**src/rtl/expected_in_accum_pkg.sv**
```systemverilog
// Shared types for the expected_in accumulation stage: the zero-to-one fixed-point
// lane type and the accumulator state encoding.
package expected_in_accum_pkg;

    localparam int ZERO2ONE_W = 8;

    typedef logic [ZERO2ONE_W-1:0] zero2one_t;

    localparam zero2one_t ZERO2ONE_MAX = '1;

    typedef enum logic [1:0] {
        ACCUM  = 2'd0,
        DIVIDE = 2'd1,
        OUTPUT = 2'd2
    } accum_state_t;

endpackage

```
**src/rtl/expected_in_accum_serial_udiv.sv**
```systemverilog
// Serial restoring unsigned divider: one load cycle on start, then DW shift/subtract
// cycles; done pulses for one cycle with the quotient valid. Divisor must be non-zero.
module serial_udiv #(
    parameter int DW = 12,
    parameter int VW = 4
) (
    input  logic          clk,
    input  logic          rst_n,
    input  logic          start,
    input  logic [DW-1:0] dividend,
    input  logic [VW-1:0] divisor,
    output logic          busy,
    output logic          done,
    output logic [DW-1:0] quotient
);

    localparam int CW = $clog2(DW + 1);

    logic [CW-1:0] cnt;
    logic [VW-1:0] rem;
    logic [DW-1:0] quo;
    logic [VW:0]   rem_sh;
    logic [VW-1:0] diff;
    logic          ge;
    logic          load;

    assign load = start && !busy;

    always_comb begin
        rem_sh = {rem, quo[DW-1]};
        ge     = (rem_sh >= {1'b0, divisor});
        // When ge holds the true difference is below divisor, so the low VW bits are exact.
        diff   = rem_sh[VW-1:0] - divisor;
    end

    always_ff @(posedge clk or negedge rst_n) begin
        if (!rst_n) begin
            busy <= 1'b0;
            done <= 1'b0;
            cnt  <= '0;
        end else begin
            done <= 1'b0;
            if (load) begin
                busy <= 1'b1;
                cnt  <= CW'(DW);
            end else if (busy) begin
                cnt <= cnt - CW'(1);
                if (cnt == CW'(1)) begin
                    busy <= 1'b0;
                    done <= 1'b1;
                end
            end
        end
    end

    always_ff @(posedge clk) begin
        if (load) begin
            rem <= '0;
            quo <= dividend;
        end else if (busy) begin
            rem <= ge ? diff : rem_sh[VW-1:0];
            quo <= {quo[DW-2:0], ge};
        end
    end

    assign quotient = quo;

endmodule

```
**src/rtl/expected_in_accum.sv**
```systemverilog
// Accumulates one layer's expected_in vectors and emits the per-lane mean as expected_out.
// Define EXPECTED_ACCUM_ROUND_EN for round-half-up (clamped) instead of truncating division.
module expected_in_accum
    import expected_in_accum_pkg::*;
#(
    parameter int N = 16,
    parameter int M = 16
) (
    input  logic                  clk,
    input  logic                  rst_n,
    input  logic                  s_valid,
    output logic                  s_ready,
    input  logic                  s_last,
    input  zero2one_t [N-1:0]     s_expected_in,
    output logic                  m_valid,
    input  logic                  m_ready,
    output zero2one_t [N-1:0]     m_expected_out,
    output logic [$clog2(M+1)-1:0] m_count,
    output logic                  overflow_err
);

    localparam int CNT_W = $clog2(M + 1);
`ifdef EXPECTED_ACCUM_ROUND_EN
    localparam int ACC_W = ZERO2ONE_W + CNT_W + 1;
`else
    localparam int ACC_W = ZERO2ONE_W + CNT_W;
`endif
    localparam int KW = (N > 1) ? $clog2(N) : 1;

    accum_state_t   state;
    logic [ACC_W-1:0] acc [N];
    logic [CNT_W-1:0] count;
    logic [CNT_W-1:0] count_inc;
    logic [KW-1:0]    k;
    logic [KW-1:0]    lane_sel;

    logic             div_start;
    logic             div_busy;
    logic             div_done;
    logic [ACC_W-1:0] div_dividend;
    logic [ACC_W-1:0] div_quotient;

    function automatic zero2one_t sat_q(input logic [ACC_W-1:0] q);
        if (q > ACC_W'(ZERO2ONE_MAX))
            return ZERO2ONE_MAX;
        return q[ZERO2ONE_W-1:0];
    endfunction

`ifdef EXPECTED_ACCUM_ROUND_EN
    function automatic logic [ACC_W-1:0] div_operand(input logic [ACC_W-1:0] a,
                                                     input logic [CNT_W-1:0] c);
        return a + ACC_W'(c >> 1);
    endfunction
`else
    function automatic logic [ACC_W-1:0] div_operand(input logic [ACC_W-1:0] a);
        return a;
    endfunction
`endif

    assign s_ready   = (state == ACCUM);
    assign count_inc = count + CNT_W'(1);

    // The capture edge of lane k doubles as the load edge of lane k+1.
    assign lane_sel  = div_done ? k + KW'(1) : k;
    assign div_start = (state == DIVIDE) && !div_busy && !(div_done && k == KW'(N - 1));
`ifdef EXPECTED_ACCUM_ROUND_EN
    assign div_dividend = div_operand(acc[lane_sel], count);
`else
    assign div_dividend = div_operand(acc[lane_sel]);
`endif

    serial_udiv #(
        .DW(ACC_W),
        .VW(CNT_W)
    ) u_div (
        .clk      (clk),
        .rst_n    (rst_n),
        .start    (div_start),
        .dividend (div_dividend),
        .divisor  (count),
        .busy     (div_busy),
        .done     (div_done),
        .quotient (div_quotient)
    );

    always_ff @(posedge clk or negedge rst_n) begin
        if (!rst_n) begin
            state          <= ACCUM;
            for (int i = 0; i < N; i++) acc[i] <= '0;
            count          <= '0;
            k              <= '0;
            m_valid        <= 1'b0;
            m_expected_out <= '0;
            m_count        <= '0;
            overflow_err   <= 1'b0;
        end else begin
            case (state)
                ACCUM: begin
                    if (s_valid) begin
                        for (int i = 0; i < N; i++)
                            acc[i] <= acc[i] + ACC_W'(s_expected_in[i]);
                        count <= count_inc;
                        if (s_last || count_inc == CNT_W'(M)) begin
                            state <= DIVIDE;
                            k     <= '0;
                        end
                        if (!s_last && count_inc == CNT_W'(M))
                            overflow_err <= 1'b1;
                    end
                end
                DIVIDE: begin
                    if (div_done) begin
                        m_expected_out[k] <= sat_q(div_quotient);
                        k <= k + KW'(1);
                        if (k == KW'(N - 1)) begin
                            state   <= OUTPUT;
                            m_valid <= 1'b1;
                            m_count <= count;
                        end
                    end
                end
                OUTPUT: begin
                    if (m_ready) begin
                        m_valid <= 1'b0;
                        for (int i = 0; i < N; i++) acc[i] <= '0;
                        count   <= '0;
                        state   <= ACCUM;
                    end
                end
                default: state <= ACCUM;
            endcase
        end
    end

endmodule

```
**config.mk**
```make
export PLATFORM = sky130hd
export DESIGN_NAME = expected_in_accum
export DESIGN_NICKNAME = d
export VERILOG_FILES = /design/src/rtl/expected_in_accum_pkg.sv /design/src/rtl/expected_in_accum_serial_udiv.sv /design/src/rtl/expected_in_accum.sv
export SDC_FILE = /design/constraint.sdc
export NUM_CORES = 1
export LEC_CHECK = 0
export BUFFER_PORTS_ARGS = -buffer_cell sky130_fd_sc_hd__buf_2
export CAP_MARGIN = 5
export CORE_ASPECT_RATIO = 0.75
export CORE_MARGIN = 8
export CORE_UTILIZATION = 30
export CTS_CLUSTER_DIAMETER = 60
export DETAILED_ROUTE_END_ITERATION = 10
export PLACE_DENSITY = 0.57
export REMOVE_ABC_BUFFERS = 1
export SETUP_SLACK_MARGIN = 0.05
export SYNTH_ARGS = -nofsm -noshare
export SYNTH_HDL_FRONTEND = slang
export SYNTH_SLANG_ARGS = --single-unit
```
**constraint.sdc**
```tcl
create_clock -name clk -period 4.9 [get_ports clk]
set_input_delay 0.735 -clock clk [delete_from_list [all_inputs] [get_ports clk]]
set_output_delay 0.735 -clock clk [all_outputs]
set_load 0.05 [all_outputs]
```
==> impl_results.md <==
- Core area: approximately 73000 µm²
- Number of fill cells in the layout: between 7000 and 8000
- Largest net degree at the start of global routing: between 100 and 150
- Remaining DRCs: 0
- Status: finished clean
- Synth top area share: around two fifths
- Total power: between 10 and 15 mW
- DR WL/cell: about 21 µm
- Placed cell areas: around 24000 µm²
- Sequential power share: around a third
- Root buffer cell: clkbuf_16
- Clock latency on the worst-skew pair: about 0.58 ns
- WS Path Type: register to register
- DR vias/cell: 5.16
- HPWL after DPL: roughly 54000 µm
- Sw Ratio: 41.3%
- Max VDD drop: roughly 0.25 mV
- CTS resizes: 0
- RSZ-0062 raised after global routing: false
- Comb pwr share: between 40 and 50%
- GR Util All Layers: about 17%
- Sequential share of the synthesized area: 43.1%
- Initial Util: between 30 and 40%
- Worst setup SP type: register
- Port Buffers: between 200 and 300
- Post-route minimum period: 3.28 ns
- Synth area leader: dfrtp_1
- Endpoints failing setup: 0
- GR Overflow Total: 0
- Router iterations before antenna repair: 6
- Worst hold-check path type: input pin to asynchronous set/reset pin
- Pins Over Slew Limit: 0
- Top cell types by occurrence after synthesis: dfrtp_1, o21ai_0, a21oi_1
- Clock Pin Slew Worst Setup and Hold Paths: roughly 0.07 ns
- WP data required: approximately 5.2 ns
- Clock skew: approximately 0.021 ns
- Net Sw Power: between 6 and 7 mW
- CTS Sinks: between 300 and 400
- Final instance area: approximately 26000 µm²
- P_leak: 12.1 nW
- Overall routed net length: 72500 µm
- Number of CTS-inserted buffers: 45
- Global-route wire length before repair: roughly 110000 µm
- Most frequent cell after synthesis: dfrtp_1
- Area grow syn2layout: 17.5%
- Internal power: a little under 9 mW
- Number of synthesized flops with an enable pin: 13
- Synth async-reset ratio: between 90% and 100%
- CTS max path bufs: 3
- Die height: between 200 and 300 µm
- I/O Pins: between 200 and 300
- Rows: between 80 and 90
- Slew HR: between 10 and 15%
- YS warnings: 0
- Final TNS setup: 0 ns
- # Post-CTS Setup Buffers: 0
- Synth top area cells: dfrtp_1, ha_1, o21ai_0, a21oi_1, mux4_2
- Fmax achieved: about 300 MHz
- Mapped Avg Cell Area: between 9 and 10 µm²
- Distinct cell type count after synthesis: just under 60
- Synthesized cell area: 22100 µm²
- Worst Path Arrival: between 3 and 4 ns
- Final Hold Vio Count: 0
- Nets: 2802
- Die Wd: between 300 and 400 µm
- R2R Setup Slk: ~1.6 ns
- Most used DFF post-synth: dfrtp_1
- Die area: 82600 µm²
- CP Max Fanout: 47
- Clock power share: 23.5%
- CTS Hold Bufs: 0
- CP Capture Type: register
- #FFs+latches synth: around 380
- H-tree depth: 2
- PD cells: 572 nW/µm²
- Worst slew pin tran: between 1 and 1.5 ns
- Final Cycle Share: 67.0%
- Placer Congestion: about 0.87
- Worst Reg-to-Reg Cells: 6
- Initial DRC Count: between 1500 and 2000
- Layout cells sized above 1: 16.9%
- TritonCTS clock tree: done
- MaxCap Viol Count: 0
- Vias: around 18000
- Vias in the first global route: 17300
- Cells after synthesis: 2276
- Initial antenna violation count: 15
- Routed Antenna Nets: 0
kinds of logic after synthesis:
| group | count (synthesis) | share of synthesized area, % |
|---|---|---|
| XOR/XNOR | 78 | 3.16 |
| adder cells (fa/ha/maj) | 157 | 9.48 |
| flip-flops | 378 | 43.1 |
| AND/OR/NAND/NOR | 724 | 15.6 |
| buffers and inverters | 184 | 3.74 |
| multiplexers | 94 | 7.40 |
| AO/OA/AOI/OAI | 661 | 17.5 |
power groups by stage:
stage | Clock, mW | Combinational, mW | Sequential (mW)
global route | 3.69 | 7.01 | 5.20
finish | 3.48 | 6.24 | 5.10
floorplan | 0 | 4.43 | 4.95
global placement | 0 | 6.10 | 5.16
CTS | 3.57 | 6.23 | 5.07
detailed placement | 0 | 6.19 | 5.12
final timing paths:
check                        startpoint                  to
min                               rst_n  m_expected_out[13]
max in group asynchronous         rst_n              acc[7]
min reg2reg                overflow_err        overflow_err
min in group clk                 s_last        overflow_err
max                                k[0]   u_div.quotient[5]
max reg2reg                        k[0]   u_div.quotient[5]
per-stage QoR:
step	hold slack (ns)	utilization (%)	std cells	worst slack, ns
floorplan	0.433	-	2177	-2.56
global placement	0.455	33.3	3433	1.72
global route	0.265	35.4	3519	1.42
detailed placement	0.444	33.3	3433	1.63
CTS	0.275	35.4	3517	1.60
finish	0.176	35.4	3522	1.62
state kept, by name (all words and copies together) (netlist names):
| name | flops |
|---|---|
| acc | 208 |
| count | 5 |
| k | 4 |
| m_count | 5 |
| m_expected_out | 128 |
| m_valid | 1 |
| overflow_err | 1 |
| state | 2 |
| u_div.busy | 1 |
| u_div.cnt | 4 |
| u_div.done | 1 |
| u_div.quotient | 13 |
| u_div.rem | 5 |
per-layer routing:
| metal | wire length, µm | vias up | global-route usage (%) |
|---|---|---|---|
| met2 | 30400 | 599 | 25.0 |
| met3 | 6840 | 99 | 4.47 |
| met1 | 33900 | 8722 | 25.1 |
| met5 | 52 | - | 0 |
| li1 | - | 8740 | - |
| met4 | 1260 | 10 | 3.50 |
final cells by class:
class,count,area [µm²],share of cell area (%)
Antenna cell,5,12.5,0.0483
Multi-Input combinational cell,1714,11800,45.5
Clock inverter,14,166,0.642
Sequential cell,378,9500,36.6
Tap cell,968,1210,4.67
Clock buffer,70,1370,5.29
Inverter,85,319,1.23
Timing Repair Buffer,288,1540,5.94
placed cells by master (no fill, tap or decap), types with 8 or more instances in the layout:
master and instances:
nand2_1 204, mux2i_1 32, o21bai_1 17, nor2_2 8, edfxtp_1 13, and3_1 19, a211o_1 8, nor3b_1 12
o21a_1 9, buf_2 267, nand4_1 18, clkbuf_16 46, or3_1 60, nor2b_1 50, xor2_1 40, inv_1 85
nand3_1 53, dfrtp_1 360, clkbuf_1 11, nand2b_1 37, clkbuf_8 13, fa_1 17, nor2_1 188, xnor2_1 36
ha_1 140, o31ai_1 16, nor3_1 48, buf_4 17, o22ai_1 18, a22o_1 20, o221ai_1 12, a21oi_1 228
a21o_1 31, mux4_2 45, mux2_2 8, o41ai_1 19, o21ai_0 233, o211ai_1 34
critical path, stage by stage (launching register included):
cell and delay, ns:
dfrtp_1 0.52, inv_1 0.15, ha_1 0.34, mux2_4 0.75, mux4_1 0.73, mux2i_1 0.30, o221ai_1 0.17
(Power assumes the default switching activity.)
